--- src/rtl/mcdf_formatter_if.sv ---
// mcdf_formatter_if: formatter output bus, request/grant handshake plus packet beat signals.
interface mcdf_formatter_if #(parameter int CMD_WIDE = 32);
  logic fmt_req, fmt_grant, fmt_valid, fmt_start, fmt_end;
  logic [1:0] fmt_chid;
  logic [3:0] fmt_length;
  logic [CMD_WIDE-1:0] fmt_data;
  modport master(output fmt_req, fmt_chid, fmt_length, fmt_valid, fmt_start, fmt_end, fmt_data, input fmt_grant);
  modport slave(input fmt_req, fmt_chid, fmt_length, fmt_valid, fmt_start, fmt_end, fmt_data, output fmt_grant);
endinterface

--- src/rtl/mcdf_formatter.sv ---
// mcdf_formatter: arbitrates three channel FIFOs by priority and drains the winner as a fixed-length packet.
// Define FMT_RR_EN to break equal-priority ties round-robin instead of by lowest channel index.
module mcdf_formatter #(
  parameter int CMD_WIDE      = 32,
  parameter int FIFO_PTR_WIDE = 3
) (
  input  logic                   clk,
  input  logic                   rst_n,
  input  logic                   cmd_slave0_en,
  input  logic                   cmd_slave1_en,
  input  logic                   cmd_slave2_en,
  input  logic [1:0]             cmd_fifo0_priority,
  input  logic [1:0]             cmd_fifo1_priority,
  input  logic [1:0]             cmd_fifo2_priority,
  input  logic [2:0]             cmd_fifo0_length,
  input  logic [2:0]             cmd_fifo1_length,
  input  logic [2:0]             cmd_fifo2_length,
  input  logic [CMD_WIDE-1:0]    ch0_data,
  input  logic [CMD_WIDE-1:0]    ch1_data,
  input  logic [CMD_WIDE-1:0]    ch2_data,
  input  logic [FIFO_PTR_WIDE:0] ch0_level,
  input  logic [FIFO_PTR_WIDE:0] ch1_level,
  input  logic [FIFO_PTR_WIDE:0] ch2_level,
  output logic                   ch0_pop,
  output logic                   ch1_pop,
  output logic                   ch2_pop,
  mcdf_formatter_if.master       fmt
);
  typedef enum logic [2:0] {IDLE = 3'b001, REQ = 3'b010, SEND = 3'b100} state_t;
  state_t r_state;
  logic [1:0] r_chid;
  logic [3:0] r_len;
  logic [2:0] r_cnt, r_pop;
  logic r_req, r_valid, r_start, r_end;
  logic [1:0] w_pri [3];
  logic [2:0] w_code [3];
  logic [3:0] w_len [3];
  logic [FIFO_PTR_WIDE:0] w_lvl [3];
  logic [CMD_WIDE-1:0] w_data [3];
  logic [2:0] w_en, w_elig;
  logic w_found, w_last;
  logic [1:0] w_win, w_best, w_idx;
`ifdef FMT_RR_EN
  logic [1:0] r_ptr;
  logic [2:0] w_sum;
`endif
  function automatic logic [3:0] decode(input logic [2:0] c);
    return c == 3'd0 ? 4'd1 : c == 3'd1 ? 4'd2 : c == 3'd2 ? 4'd4 : 4'd8;
  endfunction
  assign w_en   = {cmd_slave2_en, cmd_slave1_en, cmd_slave0_en};
  assign w_pri  = '{cmd_fifo0_priority, cmd_fifo1_priority, cmd_fifo2_priority};
  assign w_code = '{cmd_fifo0_length, cmd_fifo1_length, cmd_fifo2_length};
  assign w_lvl  = '{ch0_level, ch1_level, ch2_level};
  assign w_data = '{ch0_data, ch1_data, ch2_data};
  for (genvar g = 0; g < 3; g++) begin : g_elig
    assign w_len[g]  = decode(w_code[g]);
    assign w_elig[g] = w_en[g] && (32'(w_lvl[g]) >= 32'(w_len[g]));
  end
  // Strict '<' keeps the first candidate in search order on a priority tie.
  always_comb begin
    w_found = 1'b0;
    w_win   = 2'd0;
    w_best  = 2'd3;
    w_idx   = 2'd0;
`ifdef FMT_RR_EN
    w_sum   = 3'd0;
`endif
    for (int k = 0; k < 3; k++) begin
`ifdef FMT_RR_EN
      w_sum = {1'b0, r_ptr} + 3'(k);
      w_idx = w_sum > 3'd2 ? 2'(w_sum - 3'd3) : w_sum[1:0];
`else
      w_idx = 2'(k);
`endif
      if (w_elig[w_idx] && (!w_found || w_pri[w_idx] < w_best)) begin
        w_found = 1'b1;
        w_win   = w_idx;
        w_best  = w_pri[w_idx];
      end
    end
  end
  assign w_last = {1'b0, r_cnt} == r_len - 4'd1;
  always_ff @(posedge clk or negedge rst_n) begin
    if (!rst_n) begin
      r_state <= IDLE;
      r_chid  <= 2'd0;
      r_len   <= 4'd0;
      r_cnt   <= 3'd0;
      r_pop   <= 3'd0;
      r_req   <= 1'b0;
      r_valid <= 1'b0;
      r_start <= 1'b0;
      r_end   <= 1'b0;
`ifdef FMT_RR_EN
      r_ptr   <= 2'd0;
`endif
    end else begin
      case (r_state)
        IDLE: if (w_found) begin
          r_state <= REQ;
          r_chid  <= w_win;
          r_len   <= w_len[w_win];
          r_req   <= 1'b1;
        end
        REQ: if (fmt.fmt_grant) begin
          r_state <= SEND;
          r_req   <= 1'b0;
          r_valid <= 1'b1;
          r_start <= 1'b1;
          r_end   <= r_len == 4'd1;
          r_cnt   <= 3'd0;
          r_pop   <= 3'b001 << r_chid;
`ifdef FMT_RR_EN
          r_ptr   <= r_chid == 2'd2 ? 2'd0 : r_chid + 2'd1;
`endif
        end
        SEND: if (w_last) begin
          r_state <= IDLE;
          r_valid <= 1'b0;
          r_start <= 1'b0;
          r_end   <= 1'b0;
          r_pop   <= 3'd0;
          r_cnt   <= 3'd0;
        end else begin
          r_cnt   <= r_cnt + 3'd1;
          r_start <= 1'b0;
          r_end   <= ({1'b0, r_cnt} + 4'd2) == r_len;
        end
        default: r_state <= IDLE;
      endcase
    end
  end
  assign fmt.fmt_req    = r_req;
  assign fmt.fmt_chid   = r_chid;
  assign fmt.fmt_length = r_len;
  assign fmt.fmt_valid  = r_valid;
  assign fmt.fmt_start  = r_start;
  assign fmt.fmt_end    = r_end;
  assign fmt.fmt_data   = r_valid ? w_data[r_chid] : '0;
  assign {ch2_pop, ch1_pop, ch0_pop} = r_pop;
endmodule

--- src/flat_wrapper.sv ---
// flat-port wrapper written by rule: the top's interface ports become plain ports
module mcdf_formatter_flat 
#(
  parameter int CMD_WIDE      = 32,
  parameter int FIFO_PTR_WIDE = 3
)
  (clk, rst_n, cmd_slave0_en, cmd_slave1_en, cmd_slave2_en, cmd_fifo0_priority, cmd_fifo1_priority, cmd_fifo2_priority, cmd_fifo0_length, cmd_fifo1_length, cmd_fifo2_length, ch0_data, ch1_data, ch2_data, ch0_level, ch1_level, ch2_level, ch0_pop, ch1_pop, ch2_pop, fmt_fmt_req, fmt_fmt_chid, fmt_fmt_length, fmt_fmt_valid, fmt_fmt_start, fmt_fmt_end, fmt_fmt_data, fmt_fmt_grant);
  mcdf_formatter_if #(.CMD_WIDE(CMD_WIDE)) fmt_i ();
  input  logic clk;
  input  logic rst_n;
  input  logic cmd_slave0_en;
  input  logic cmd_slave1_en;
  input  logic cmd_slave2_en;
  input  logic [1:0] cmd_fifo0_priority;
  input  logic [1:0] cmd_fifo1_priority;
  input  logic [1:0] cmd_fifo2_priority;
  input  logic [2:0] cmd_fifo0_length;
  input  logic [2:0] cmd_fifo1_length;
  input  logic [2:0] cmd_fifo2_length;
  input  logic [CMD_WIDE-1:0] ch0_data;
  input  logic [CMD_WIDE-1:0] ch1_data;
  input  logic [CMD_WIDE-1:0] ch2_data;
  input  logic [FIFO_PTR_WIDE:0] ch0_level;
  input  logic [FIFO_PTR_WIDE:0] ch1_level;
  input  logic [FIFO_PTR_WIDE:0] ch2_level;
  output logic ch0_pop;
  output logic ch1_pop;
  output logic ch2_pop;
  output wire logic [$bits(fmt_i.fmt_req)-1:0] fmt_fmt_req;
  output wire logic [$bits(fmt_i.fmt_chid)-1:0] fmt_fmt_chid;
  output wire logic [$bits(fmt_i.fmt_length)-1:0] fmt_fmt_length;
  output wire logic [$bits(fmt_i.fmt_valid)-1:0] fmt_fmt_valid;
  output wire logic [$bits(fmt_i.fmt_start)-1:0] fmt_fmt_start;
  output wire logic [$bits(fmt_i.fmt_end)-1:0] fmt_fmt_end;
  output wire logic [$bits(fmt_i.fmt_data)-1:0] fmt_fmt_data;
  input wire logic [$bits(fmt_i.fmt_grant)-1:0] fmt_fmt_grant;
  assign fmt_fmt_req = fmt_i.fmt_req;
  assign fmt_fmt_chid = fmt_i.fmt_chid;
  assign fmt_fmt_length = fmt_i.fmt_length;
  assign fmt_fmt_valid = fmt_i.fmt_valid;
  assign fmt_fmt_start = fmt_i.fmt_start;
  assign fmt_fmt_end = fmt_i.fmt_end;
  assign fmt_fmt_data = fmt_i.fmt_data;
  assign fmt_i.fmt_grant = fmt_fmt_grant;
  mcdf_formatter #(.CMD_WIDE(CMD_WIDE), .FIFO_PTR_WIDE(FIFO_PTR_WIDE)) u_core (.clk(clk), .rst_n(rst_n), .cmd_slave0_en(cmd_slave0_en), .cmd_slave1_en(cmd_slave1_en), .cmd_slave2_en(cmd_slave2_en), .cmd_fifo0_priority(cmd_fifo0_priority), .cmd_fifo1_priority(cmd_fifo1_priority), .cmd_fifo2_priority(cmd_fifo2_priority), .cmd_fifo0_length(cmd_fifo0_length), .cmd_fifo1_length(cmd_fifo1_length), .cmd_fifo2_length(cmd_fifo2_length), .ch0_data(ch0_data), .ch1_data(ch1_data), .ch2_data(ch2_data), .ch0_level(ch0_level), .ch1_level(ch1_level), .ch2_level(ch2_level), .ch0_pop(ch0_pop), .ch1_pop(ch1_pop), .ch2_pop(ch2_pop), .fmt(fmt_i));
endmodule
--- config.mk ---
export PLATFORM = sky130hd
export DESIGN_NAME = mcdf_formatter_flat
export DESIGN_NICKNAME = d
export VERILOG_FILES = /design/src/rtl/mcdf_formatter_if.sv /design/src/rtl/mcdf_formatter.sv /design/src/flat_wrapper.sv
export SDC_FILE = /design/constraint.sdc
export NUM_CORES = 1
export LEC_CHECK = 0
export ABC_AREA = 1
export BUFFER_PORTS_ARGS = -buffer_cell sky130_fd_sc_hd__buf_4
export CORE_MARGIN = 3
export CORE_UTILIZATION = 25
export CTS_CLUSTER_DIAMETER = 40
export DETAILED_ROUTE_END_ITERATION = 8
export GPL_TIMING_DRIVEN = 0
export PLACE_DENSITY_LB_ADDON = 0.08
export SLEW_MARGIN = 30
export SYNTH_ARGS = -nofsm -noshare
export SYNTH_HDL_FRONTEND = slang
export SYNTH_SLANG_ARGS = --single-unit
--- constraint.sdc ---
create_clock -name clk -period 2.6 [get_ports clk]
set_input_delay 0.13 -clock clk [delete_from_list [all_inputs] [get_ports clk]]
set_output_delay 0.13 -clock clk [all_outputs]
set_load 0.03 [all_outputs]
* Yosys cells after proc, flatten, opt, wreduce, memory -nomap -nowiden *
Cells that the tools add are included.
W data, S select, Z words.

operators by class
  add/subtract/negate cells = 3
  $lt $le $gt $ge = 7
  equal/unequal tests = 15
  shift-type cells = 1
  muxes and demuxes = 43
  bitwise logic cells = 2
  reductions and logical operators = 19

operator list
  cell                   number
  $mux W32               3
  $bmux W32 S2           1
  $mux W4                11
  $mux W3                7
  $eq A3 B1 Y1 const B   4
  $eq A3 B2 Y1 const B   4
  $ge A4 B4 Y1           3
  $pmux W3 S2            2
  $mux W1                10
  $logic_not A3 Y1       3
  $pmux W3 S3            1
  $reduce_and A3 Y1      3
  $bmux W4 S2            1
  $pmux W1 S2            4
  $ge A3 B3 Y1 const B   2
  $mux W2                3
  $not A2 Y3             2
  $logic_and A1 B1 Y1    5
  $add A3 B2 Y4 const B  1
  $eq A3 B4 Y1           1
  $eq A4 B1 Y1 const B   1
  $eq A4 B4 Y1           1
  $lt A2 B2 Y1           2
  $ne A2 B1 Y1 const B   2
  9 further kinds        13

word-level totals
  register bits = 19
  input bits = 129
  output and inout port bits = 45
  logic and storage cells = 99

* Logic depth before layout (Yosys ltp) *
  depth after elaboration = 19
  mapped depth = 25
  gate-level depth less buffers = 24

* Worst setup path before layout *
No wires, ideal clock.

  path type = input to register
  from = in cmd_fifo0_length[1]
  to = reg u_core.r_len[3] (netlist: u_core.fmt.fmt_length[3])
  library setup time = 0.117 ns
  data arrival time = 2.349 ns
  required time = 2.483 ns
  path slack = 0.134 ns
  cell stages on the path = 22
  path buffers = 1
  cells stage by stage = a21oi_1 -> ha_1 -> a21oi_1 -> nand2_2 -> nand2_1 -> nor2_1 -> ha_1 -> nand2_1 -> nand2_1 -> nand2_2 -> nand2_2 -> buf_6 -> nand2_1 -> o21ai_0 -> ha_1 -> nand2_1 -> nand2_1 -> nand2_4 -> nand2_4 -> nand2_1 -> nand3_1 -> nand2_1

on the way
  cells in the longest elaborated chain, start to end = 19
  elaborated cells on any way between the ends = 28
  classes of those cells = order compare: 3; eq/ne: 2; mux: 13; bitwise: 1; reduce/logical: 9

ends and longest elaborated chain
  item                                                     RTL line               source
  start, declared                                          flat_wrapper.sv:17     input logic [2:0] cmd_fifo0_length;
  $eq A3 B2 Y1                                             mcdf_formatter.sv:48   return c == 3'd0 ? 4'd1 : c == 3'd1 ? 4'd2 : c == 3'd2 ? 4'd4 : 4'd8;
  $mux W4 (2 in a row)                                     mcdf_formatter.sv:48
  $mux W4 (*)                                              mcdf_formatter.sv:48
  $ge A4 B4 Y1                                             mcdf_formatter.sv:57   assign w_elig[g] = w_en[g] && (32'(w_lvl[g]) >= 32'(w_len[g]));
  $logic_and A1 B1 Y1                                      mcdf_formatter.sv:57
  $mux W2 / $mux W1 (equally long branches)                mcdf_formatter.sv:75   if (w_elig[w_idx] && (!w_found || w_pri[w_idx] < w_best)) begin
  $lt A2 B2 Y1 / $logic_not A1 Y1 (equally long branches)  mcdf_formatter.sv:75
  $logic_or A1 B1 Y1                                       mcdf_formatter.sv:75
  $logic_and A1 B1 Y1                                      mcdf_formatter.sv:75
  $mux W2 / $mux W1 (equally long branches)                mcdf_formatter.sv:75
  $lt A2 B2 Y1 / $logic_not A1 Y1 (equally long branches)  mcdf_formatter.sv:75
  $logic_or A1 B1 Y1                                       mcdf_formatter.sv:75
  $logic_and A1 B1 Y1                                      mcdf_formatter.sv:75
  $mux W2                                                  mcdf_formatter.sv:75
  $not A2 Y3 (implied by the code)                         mcdf_formatter.sv:102  r_len <= w_len[w_win];
  $bmux W4 S2                                              mcdf_formatter.sv:102
  $mux W4 (implied by the code) (2 in a row)               mcdf_formatter.sv:102
  end signal, assigned                                     mcdf_formatter.sv:102
  end, declared                                            mcdf_formatter.sv:32   logic [3:0] r_len;

Mark *: on every way between the ends. The rest lies on a longest branch, timed or not. The select of a mux whose other input is x is not followed.
A chain may end at the register's enable or synchronous reset.

* Final worst setup path *
  from = in cmd_fifo0_length[2]
  to = reg u_core.r_len[3] (netlist: u_core.fmt.fmt_length[3])

Same word-level chain as after synthesis.

==> parameters.txt <==
Parameter                              Value

Critical path
  CP max stage cell ... sky130_fd_sc_hd__ha_1
  CP required ... roughly 2800 ps
  Critical path launch point type ... input port
  Source of the critical timing path ... cmd_fifo0_length[2]
  R2R depth ... 13
  Critical path type ... in2reg
  Cell count along the critical path ... 26
  Worst reg2reg startpoint ... u_core.fmt.fmt_length[0]
  Cell type group with the largest total delay on the critical path ... simple AND/OR/NAND/NOR gates
  CP arrival ... 2560 ps
  Worst stage delay on the critical path ... ~270 ps
  Number of buffer and inverter stages on the critical path ... 2
  Crit path max fanout ... 5
  Worst path most repeated cell ... sky130_fd_sc_hd__nand2_1
  Nature of the critical path endpoint ... register

Status
  Run status ... completed

Global routing
  GR Util met3 ... 0.0273
  Total congestion overflow after global routing ... 0
  Wire length of the first global-routing pass ... about 15,000 um
  Global route hottest layer ... met2
  Largest net degree at the start of global routing ... 20
  Antenna violations before repair ... 0
  Total routing resource utilization after global routing ... 0.160
  Global Route met1 Usage ... 0.201
  Number of global-route vias before repair ... 3,095
  Met2 GRT Util ... 0.278

Cells and area
  Synthesis-to-finish area growth ... 67.5%
  Fraction of layout cells with a size suffix above 1 ... 0.346
  Net total in the final layout ... ~750
  Filler cells ... ~1,000
  Number of diodes ... 0

Yosys
  Number of standard cells after synthesis ... ~420
  Sequential-to-total area share from yosys stat ... 0.198
  Number of warnings issued by yosys ... 0
  Largest area contributor in the synthesized netlist ... sky130_fd_sc_hd__nand2_1
  Post-Syn Nets ... approximately 570
  Share of the synthesized area in the top cell type ... 0.222
  Number of enable flip-flop cells after synthesis ... 0
  Synthesized flop and latch total ... 19
  Synth top cells by count ... sky130_fd_sc_hd__nand2_1, sky130_fd_sc_hd__nand3_1, sky130_fd_sc_hd__inv_1
  Cell types occupying the most area after synthesis ... sky130_fd_sc_hd__nand2_1, sky130_fd_sc_hd__dfrtp_1, sky130_fd_sc_hd__nand3_1, sky130_fd_sc_hd__inv_1, sky130_fd_sc_hd__ha_1
  Count of unique library cells instantiated by Yosys ... 32
  Most repeated cell in the gate-level netlist after synthesis ... sky130_fd_sc_hd__nand2_1
  Fraction of synthesis flops using an asynchronous set or reset pin ... 1.00
  Total standard cell area after synthesis ... between 2000 and 2500 um^2
  Mean Syn Cell Area ... about 5.8 um^2
  Commonest register cell after synthesis ... sky130_fd_sc_hd__dfrtp_1

Clocking
  Root buf cell ... sky130_fd_sc_hd__clkbuf_8
  Deepest clock path buffer count ... 2
  CTS HTree Levels ... 1
  Total clock sinks ... 19
  Clk_lat worst skew ... ~250 ps
  Worst-path clk slew ... roughly 70 ps
  Clock tree from TritonCTS ... built
  Number of buffers created by CTS ... 3

Placement
  Count of port buffers added during placement ... about 170
  Setup slack after placement ... -371 ps
  Weighted congestion at the end of routability-driven global placement ... a little under 0.8
  Sum of net half-perimeters after detailed placement ... approximately 7600 um

Floorplanning
  Die extent in y ... between 100 and 150 um
  Die extent in x ... between 100 and 150 um
  Top Ports ... roughly 170
  Effective utilization at floorplan ... 0.259
  Area of the die ... between 10,000 and 15,000 um^2
  Placeable core region ... a little over 9000 um^2
  Cell row count ... 35

Timing
  Highest clock frequency the design can meet ... slightly above 400 MHz
  Min Clock Period, post-route ... about 2400 ps
  Post-Route Skew ... between 0.5 and 0.6 ps
  Tightest hold margin ... ~250 ps
  Slew Limit Fails ... 0
  Final Hold Vio Count ... 0
  Worst-Margin Slew ... a little over 500 ps
  Final setup violation count ... 0
  Final worst setup slack ... 191 ps
  Slew headroom ... 0.663
  Tcrit/Tclk final ... 0.927

Detailed routing
  Final routed wire length divided by cell count ... 12.5 um
  Vias post-DR ... roughly 3,200
  Detailed-routing iteration count for the pre-antenna-repair pass ... 4
  Routed vias/inst ... ~4.4
  Total wirelength of the detailed-routed design ... 9120 um
  Number of DRC violations after detailed-routing iteration 0 ... 87
  # DRC ... 0
  Final ANT Viol Nets ... 0

Power and ir drop
  Worst voltage drop across the vdd grid ... 0.377 mV
  Leakage power summed over all cells ... between 2 and 2.5 nW
  Power Density ... about 940 nW/um^2

Hold path
  Min-Delay Startpoint ... fmt_fmt_grant
  Depth of the worst hold-timing path ... 4
  Tightest Hold Check Type ... in2reg

Job
  Count of max-cap constraint violations ... 0
repair_timing:
item	CTS	global route
endpoints found under the setup margin	6	6
hold endpoints to repair	19	0
hold buffers	1	0
pin swaps	0	10
buffers inserted	0	5
cloned	0	0
resized for setup	3	14
report_power, final:
group	internal, mW	leakage (nW)	switching, mW
clock network	0.109	0.0228	0.0938
registers	0.422	0.235	0.122
logic	1.11	2.11	1.95
total	1.64	2.36	2.17
worst min-delay path, cell delays in order:
cell	delay, ps
sky130_fd_sc_hd__buf_4	90
sky130_fd_sc_hd__nor2_1	50
sky130_fd_sc_hd__o21ai_0	150
sky130_fd_sc_hd__nand2_1	50
path summary, 6_finish.rpt:
| path | end | slack, ps |
|---|---|---|
| max | u_core.fmt.fmt_length[3] | 190 |
| min | u_core.fmt.fmt_req | 250 |
| max reg2reg | u_core.fmt.fmt_chid[1] | 420 |
| min reg2reg | u_core.fmt.fmt_start | 490 |
| max in group asynchronous | u_core.r_state[0] | 2050 |
| min in group asynchronous | u_core.fmt.fmt_length[1] | 280 |
area by class of cell:
cell class                      instances  area [um^2]  share of cell area
Timing Repair Buffer                  179         1350               0.333
Tap cell                              129          161              0.0399
Buffer                                 18         75.1              0.0186
Inverter                               68          255              0.0631
Clock buffer                            4         45.0              0.0111
Sequential cell                        19          477               0.118
Multi-Input combinational cell        314         1680               0.416
per-layer routing:
metal,share of wire,routed length [um]
met1,0.42,3850
met2,0.49,4510
met3,0.055,499
met4,0.029,266
met5,0,0
cells by family (layout without fill, tap and decap cells):
logic type               after synthesis  in the layout  synth area share
XOR/XNOR                               7              7            0.0254
adder cells (fa/ha/maj)               17             17            0.0881
flip-flops                            19             19             0.198
AND/OR/NAND/NOR                      256            256             0.468
buffers and inverters                 86            269             0.137
multiplexers                           1              1           0.00415
AO/OA/AOI/OAI                         33             33            0.0804
metrics by stage:
step	instances	area [um^2]	power (mW)	utilization	setup TNS, ps
global placement	721	3870	3.59	0.415	-1940
CTS	726	3940	3.83	0.422	0
floorplan	419	2410	2.50	-	0
finish	731	4040	3.81	0.433	0
detailed placement	721	3870	3.61	0.415	-2100
global route	731	4040	4.17	0.433	-45.6
layout by cell type (no fill, tap or decap), types with 2 or more instances in the layout:
| cell | netlist | routed |
|---|---|---|
| sky130_fd_sc_hd__o21ai_0 | 12 | 11 |
| sky130_fd_sc_hd__nand2_2 | 5 | 9 |
| sky130_fd_sc_hd__buf_1 | 3 | 3 |
| sky130_fd_sc_hd__o31ai_1 | 3 | 3 |
| sky130_fd_sc_hd__nor3_1 | 2 | 2 |
| sky130_fd_sc_hd__clkbuf_1 | 14 | 15 |
| sky130_fd_sc_hd__dfrtp_1 | 18 | 18 |
| sky130_fd_sc_hd__buf_4 | 0 | 178 |
| sky130_fd_sc_hd__xnor2_1 | 4 | 4 |
| sky130_fd_sc_hd__nand3_1 | 80 | 80 |
| sky130_fd_sc_hd__nand2_4 | 3 | 4 |
| sky130_fd_sc_hd__nor2_1 | 16 | 14 |
| sky130_fd_sc_hd__inv_1 | 66 | 66 |
| sky130_fd_sc_hd__clkbuf_8 | 0 | 3 |
| sky130_fd_sc_hd__ha_4 | 0 | 2 |
| sky130_fd_sc_hd__o21a_1 | 3 | 3 |
| sky130_fd_sc_hd__nand4_1 | 3 | 3 |
| sky130_fd_sc_hd__xor2_1 | 3 | 3 |
| sky130_fd_sc_hd__a21oi_1 | 8 | 6 |
| sky130_fd_sc_hd__nand2_1 | 143 | 138 |
| sky130_fd_sc_hd__nand3_2 | 2 | 2 |
| sky130_fd_sc_hd__o21ai_1 | 2 | 2 |
| sky130_fd_sc_hd__ha_1 | 17 | 15 |
| sky130_fd_sc_hd__nor2_4 | 1 | 3 |
state kept, by name (all words and copies together) (netlist names):
register and count:
u_core.fmt.fmt_chid 2, u_core.fmt.fmt_end 1, u_core.fmt.fmt_length 4, u_core.fmt.fmt_req 1
u_core.fmt.fmt_start 1, u_core.fmt.fmt_valid 1, u_core.r_cnt 3, u_core.r_pop 3
u_core.r_state 3
Power figures use the tool's default switching activity.
